**config.mk**
```make
export PLATFORM = sky130hd
export DESIGN_NAME = efx_clk_window_timer
export DESIGN_NICKNAME = d
export VERILOG_FILES = /design/src/rtl/efx_clk_pkg.sv /design/src/rtl/efx_clk_window_timer.sv
export SDC_FILE = /design/constraint.sdc
export NUM_CORES = 1
export LEC_CHECK = 0
export BUFFER_PORTS_ARGS = -buffer_cell sky130_fd_sc_hd__buf_2
export CORE_ASPECT_RATIO = 1.25
export CORE_MARGIN = 10
export CORE_UTILIZATION = 32
export CTS_CLUSTER_SIZE = 40
export DETAILED_ROUTE_END_ITERATION = 6
export PLACE_DENSITY = 0.5
export SLEW_MARGIN = 15
export SYNTH_ARGS = -nofsm -noshare
export SYNTH_HDL_FRONTEND = slang
export SYNTH_SLANG_ARGS = --single-unit
```
**constraint.sdc**
```tcl
create_clock -name clk -period 4.4 [get_ports clk]
set_clock_uncertainty 0.05 [all_clocks]
set_input_delay 0.88 -clock clk [delete_from_list [all_inputs] [get_ports clk]]
set_output_delay 0.88 -clock clk [all_outputs]
set_load 0.05 [all_outputs]
```
**src/rtl/efx_clk_pkg.sv**
```systemverilog
// Shared types and constants for the refclk frequency checker.
package efx_clk_pkg;

  localparam int CLK_CNT_W = 29;
  localparam int RUN_W     = 4;

  localparam logic [1:0] ST_IDLE   = 2'd0;
  localparam logic [1:0] ST_CHECK  = 2'd1;
  localparam logic [1:0] ST_LOCKED = 2'd2;
  localparam logic [1:0] ST_FAULT  = 2'd3;

  typedef enum logic [1:0] {
    S_IDLE   = ST_IDLE,
    S_CHECK  = ST_CHECK,
    S_LOCKED = ST_LOCKED,
    S_FAULT  = ST_FAULT
  } state_e;

  typedef logic [CLK_CNT_W-1:0] freq_t;
  typedef logic [RUN_W-1:0]     run_t;

  // One extra bit so larger-minus-smaller never wraps.
  function automatic logic in_tol(freq_t m, freq_t e, freq_t t);
    logic [CLK_CNT_W:0] d;
    if (m >= e) d = {1'b0, m} - {1'b0, e};
    else        d = {1'b0, e} - {1'b0, m};
    return d <= {1'b0, t};
  endfunction

  function automatic run_t run_inc(run_t r);
    return (r == '1) ? r : r + 1'b1;
  endfunction

endpackage

```
**src/rtl/efx_clk_window_timer.sv**
```systemverilog
// Free-running measurement window counter with a terminal strobe.
module efx_clk_window_timer
  import efx_clk_pkg::*;
#(
  parameter int WINDOW_CYCLES = 100000000
) (
  input  logic clk,
  input  logic rst_n,
  input  logic en_i,
  output logic term_o
);

  localparam int LOG_W = $clog2(WINDOW_CYCLES);
  localparam int CNT_W = (LOG_W > 27) ? LOG_W : 27;
  localparam logic [CNT_W-1:0] LAST = CNT_W'(WINDOW_CYCLES - 1);

  logic [CNT_W-1:0] cnt_q, cnt_d;

  assign term_o = en_i && (cnt_q == LAST);

  always_comb begin
    cnt_d = cnt_q + 1'b1;
    if (!en_i || term_o) cnt_d = '0;
  end

  always_ff @(posedge clk or negedge rst_n) begin
    if (!rst_n) cnt_q <= '0;
    else        cnt_q <= cnt_d;
  end

endmodule

```
==> reports/metrics.yaml, run 1 <==
status: "completed"
crit_chain: "ha_1 > nand4_1 > nor4_1 > buf_2"
p_per_area_nw_per_um2: 284
dr.pass1.iters: 4
fp.dieW_um: 82.2
start_util_pct: 32.9
cts_sinks: 27
setup_viol: 0
final.period_utilization_pct: 74.8
area_delta_synth_final_pct: 7.12
min_period_ns: 3.29
synth_edf_count: 0
async_reset_ff_share_pct: 100
postCtsSetupBuffers: 0
root_buffer: "clkbuf_8"
critPathKind: "reg -> out"
relSlewSlack_pct: 55.0
crit_slowest_cell: "nand4_1"
dieArea_um2: 8030
drv_cap: 0
synth_top_area_share_pct: 43.7
syn_avg_cell_area_um2: 9.15
drv_slew: 0
num_rows: 28
drt_iter0_markers: 72
ctsResizeCount: 0
synth_cell_types: 36
largest_register: "cnt_q"
rsz0062_at_grt: "false"
clk_pin_slew_ns: 0.09
numCtsBuffers: 3
largest_register_ffs: 27
cts_tree: "yes"
core_um2: 4690
max_stage_delay_ns: 0.57
hpwl_um: 2660
avgRoutedWirePerCell_um: 16.0
port_buffers: 3
placed_cell_area_um2: 1610
ys_top_cells_by_area: "dfrtp_1 44%, nand3_1 5.8%, or4_1 5.3%"
overflow: 0
grt_pass1_wl_um: 6580
grt.total_usage_pct: 9.96
ys.flop_type: "dfrtp_1"
drc: 0
fmax_mhz: 304
nets: 174
seq_area_frac_synth_pct: 43.7
via_per_inst: 5.92
cp-start-kind: "flip-flop"
worstPathRequired_ns: 3.47
cp_max_fo: 18
cp-end-kind: "primary output"
wirelength_um: 3680
ir_drop_v: 0.000125
fin_area_um2: 1660
worstMarginPinSlew_ns: 0.673
gp_congestion: 0.820
antenna_found_initial: 0
drive_above_1_share_pct: 5.92
syn_inst: 169
htreeDepth: 1
ys_ff_latch: 27
antenna_cells: 0
p_leak_uw: 0.000614
grt_pass1_vias: 1344
syn_nets: 173
vias: 1356
yosysWarnings: 0
cts_hold_buf: 0
grt_max_degree: 28
syn-cell-area_um2: 1550
ant_nets: 0
reg_top3: "cnt_q x27"
hold_class: "reg -> reg"
clock_latency_ns: 0.28
fin_tns_setup_ns: 0
die_height_um: 97.7
io_pins: 4
cts_buffer_depth: 2
synth_area_leader_cell: "dfrtp_1"
hold_viol_final: 0
crit_arrival_ns: 2.36
power by group:
group	internal (uW)	switching (uW)
clock	64.9	76.8
combinational	18.4	24.3
sequential	262	23.7
total	345	125
cells in the mapped netlist, types with 2 or more instances:
| cell | n |
|---|---|
| clkbuf_1 | 6 |
| o211ai_1 | 2 |
| o21ai_0 | 4 |
| and4_1 | 5 |
| nand2b_1 | 2 |
| nor4_1 | 4 |
| xor2_1 | 7 |
| dfrtp_1 | 27 |
| a21oi_1 | 7 |
| a31oi_1 | 2 |
| nand2_1 | 14 |
| nand4_1 | 8 |
| o2111ai_1 | 3 |
| o221ai_1 | 4 |
| nor2_1 | 11 |
| nand3_1 | 18 |
| o31ai_1 | 4 |
| or3_1 | 4 |
| or4_1 | 11 |
| buf_2 | 2 |
| o311ai_0 | 2 |
| inv_1 | 5 |
| and3_1 | 4 |
kinds of logic after synthesis:
kind of cell             Yosys count  share of synthesized area, %
AO/OA/AOI/OAI                     30                          13.6
XOR/XNOR                           8                          4.53
adder cells (fa/ha/maj)            1                         0.809
buffers and inverters             13                          3.32
flip-flops                        27                          43.7
AND/OR/NAND/NOR                   90                          34.1
worst max-delay path: cells and delay by family (launching register included):
family | cells | cell delay [ns]
adders and majority gates | 1 | 0.28
buffers and inverters | 1 | 0.32
DFF | 1 | 0.44
and+or+nand+nor | 2 | 1.04
cell type report:
type                            count  area (um^2)
Clock buffer                        4         45.0
Fill cell                         503         3040
Inverter                            5         18.8
Multi-Input combinational cell    129          820
Sequential cell                    27          676
Tap cell                           60         75.1
Timing Repair Buffer                4         22.5
cell usage in the layout (no fill, tap or decap), types with 2 or more instances in the layout:
cell and count:
dfrtp_1 27, nand3_1 18, nand2_1 14, or4_1 11, nor2_1 11, nand4_1 8, a21oi_1 7, xor2_1 7
and4_1 5, inv_1 5, o31ai_1 4, and3_1 4, nor4_1 4, o221ai_1 4, o21ai_0 4, or3_1 4
o2111ai_1 3, clkbuf_8 3, buf_2 3, o211ai_1 2, o311ai_0 2, a31oi_1 2, nand2b_1 2
stage by stage:
step	util (%)	worst slack [ns]	instances	total power [uW]	hold slack [ns]
CTS	35.3	1.09	229	477	0.503
global route	35.3	0.942	229	498	0.526
finish	35.3	1.11	229	470	0.493
floorplan	-	0.810	169	314	0.438
detailed placement	34.3	1.32	225	333	0.490
global placement	34.3	1.38	225	331	0.462
metal layers:
| layer | wire, um | share of wire (%) | up-vias | track usage [%] |
|---|---|---|---|---|
| li1 | - | - | 656 | - |
| met1 | 1640 | 45 | 668 | 12.9 |
| met2 | 1880 | 51 | 27 | 15.7 |
| met3 | 101 | 2.7 | 5 | 1.57 |
| met4 | 51 | 1.4 | 0 | 4.20 |
| met5 | 0 | 0 | - | 0 |
path summary, 6_finish.rpt:
check | startpoint | endpoint | slack, ns | depth (start not counted)
min in group asynchronous | rst_n | cnt_q[21]$_DFF_PN0_ | 0.55 | 1
min reg2reg | cnt_q[0]$_DFF_PN0_ | cnt_q[0]$_DFF_PN0_ | 0.49 | 1
max | cnt_q[0]$_DFF_PN0_ | term_o | 1.11 | 4
max reg2reg | cnt_q[0]$_DFF_PN0_ | cnt_q[16]$_DFF_PN0_ | 1.99 | 4
max in group asynchronous | rst_n | cnt_q[5]$_DFF_PN0_ | 3.35 | 1
min | cnt_q[0]$_DFF_PN0_ | cnt_q[0]$_DFF_PN0_ | 0.49 | 1
Note: power is estimated with default switching activity, not from simulation.
==> inputs of run 2 (changes only) <==
clock period = 3.2 ns   (was 4.4 ns; I/O delays follow)
==> run 2 against run 1 <==
Wire length increased by 5.4%. Via count increased by 1.9%. Sequential power increased by 37%. Core utilization increased by 0.61 points. Clock power increased by 36%. Critical path type unchanged. Critical endpoint unchanged. Largest cell class unchanged. Highest routed layer unchanged.
==> reports/metrics.yaml, run 2 (synthesized netlist as in run 1, its figures left out) <==
drv_cap: 0
cts_sinks: 27
p_per_area_nw_per_um2: 383
status: "completed"
drc: 0
hold-worst-slack_ns: 0.331
port_buffers: 3
drv_slew: 0
min_period_ns: 2.55
ir_drop_v: 0.000153
crit_arrival_ns: 1.86
dr.pass1.iters: 4
crit_chain: "nor4bb_1 > nand4_1 > nor4_2 > buf_2"
largest_register_ffs: 27
r2r_slack_ns: 0.97
drive_above_1_share_pct: 8.14
die_height_um: 97.7
largest_register: "cnt_q"
overflow: 0
p_leak_uw: 0.000628
ant_nets: 0
grt_pass1_wl_um: 6670
relSlewSlack_pct: 57.7
r2r_end: "cnt_q[23]$_DFF_PN0_"
numCtsBuffers: 3
via_per_inst: 5.96
fp.dieW_um: 82.2
reg_top3: "cnt_q x27"
cts_buffer_depth: 2
rr_worst_depth: 4
dp_slack_ns: 0.861
dieArea_um2: 8030
crit_slowest_cell: "dfrtp_1"
cp-start-kind: "flip-flop"
placed_cell_area_um2: 1640
cp_max_fo: 8
final_cell_mix: "27 x dfrtp_1, 18 x nand3_1, 14 x nand2_1"
wirelength_um: 3870
antenna_cells: 0
cts_tree: "yes"
drt_iter0_markers: 95
hpwl_um: 2780
cp-end-kind: "primary output"
grt_pass1_vias: 1390
num_rows: 28
core_um2: 4690
rsz0062_at_grt: "false"
ctsResizeCount: 0
met2_length_um: 2030
start_util_pct: 32.9
fin_area_um2: 1690
max_stage_delay_ns: 0.47
worstMarginPinSlew_ns: 0.635
root_buffer: "clkbuf_8"
fin_util_pct: 35.9
hold_viol_final: 0
wl_met1_um: 1670
vias: 1382
antenna_found_initial: 0
r2r_start: "cnt_q[8]$_DFF_PN0_"
wl_met3_um: 133
grt.total_usage_pct: 9.93
hold_class: "in -> async"
fin_ws_ns: 0.648
postCtsSetupBuffers: 0
area_delta_synth_final_pct: 8.98
nets: 177
final.period_utilization_pct: 79.8
fin_tns_setup_ns: 0
worstPathRequired_ns: 2.51
io_pins: 4
critPathKind: "reg -> out"
cts_hold_buf: 0
fmax_mhz: 392
routed.top_layer: "met4"
gp_congestion: 0.816
clk_pin_slew_ns: 0.09
avgRoutedWirePerCell_um: 16.7
final_common_cell: "dfrtp_1"
clock_latency_ns: 0.27
setup_viol: 0
grt_max_degree: 28
htreeDepth: 1
==> run 2: cell count changes in the layout (fill, tap and decap cells not counted) <==
cell	change
nor4_2	+1
nor4_1	-1
buf_4	+3
==> run 2: cell type report <==
cell class	instances	area, um^2
clock buffers	4	45.0
fillers	505	3010
inverters	5	18.8
multi-input cells	129	826
flip-flops and latches	27	676
well taps	60	75.1
repair buffers	7	45.0
==> run 2: where the power goes <==
group	switching [uW]	leakage (uW)	internal [uW]
registers	32.7	0.000366	360
logic	32.9	0.000239	26.8
clock network	104	0.0000228	89.1
total	170	0.000628	476
==> run 2: worst max path at each step <==
stage | from | end | depth (start not counted)
global route | cnt_q[10]$_DFF_PN0_ | term_o | 4
floorplan | cnt_q[0]$_DFF_PN0_ | term_o | 4
CTS | cnt_q[10]$_DFF_PN0_ | term_o | 4
detailed placement | en_i | term_o | 4
finish | cnt_q[10]$_DFF_PN0_ | term_o | 4
global placement | en_i | term_o | 4
==> run 2: per-stage QoR <==
step | total power (uW) | instances
floorplan | 433 | 169
global placement | 456 | 228
detailed placement | 459 | 228
CTS | 657 | 232
global route | 683 | 232
finish | 646 | 232
==> run 2: worst max-delay path: cells and delay by family (launching register included) <==
| family | cells | cell delay (ns) |
|---|---|---|
| simple gates | 3 | 0.82 |
| flops | 1 | 0.47 |
| buf+inv | 1 | 0.30 |
==> run 2: per-layer routing <==
| layer | track usage, % | vias up |
|---|---|---|
| li1 | - | 661 |
| met1 | 11.5 | 691 |
| met2 | 17.4 | 25 |
| met3 | 1.94 | 5 |
| met4 | 3.15 | 0 |
| met5 | 0 | - |
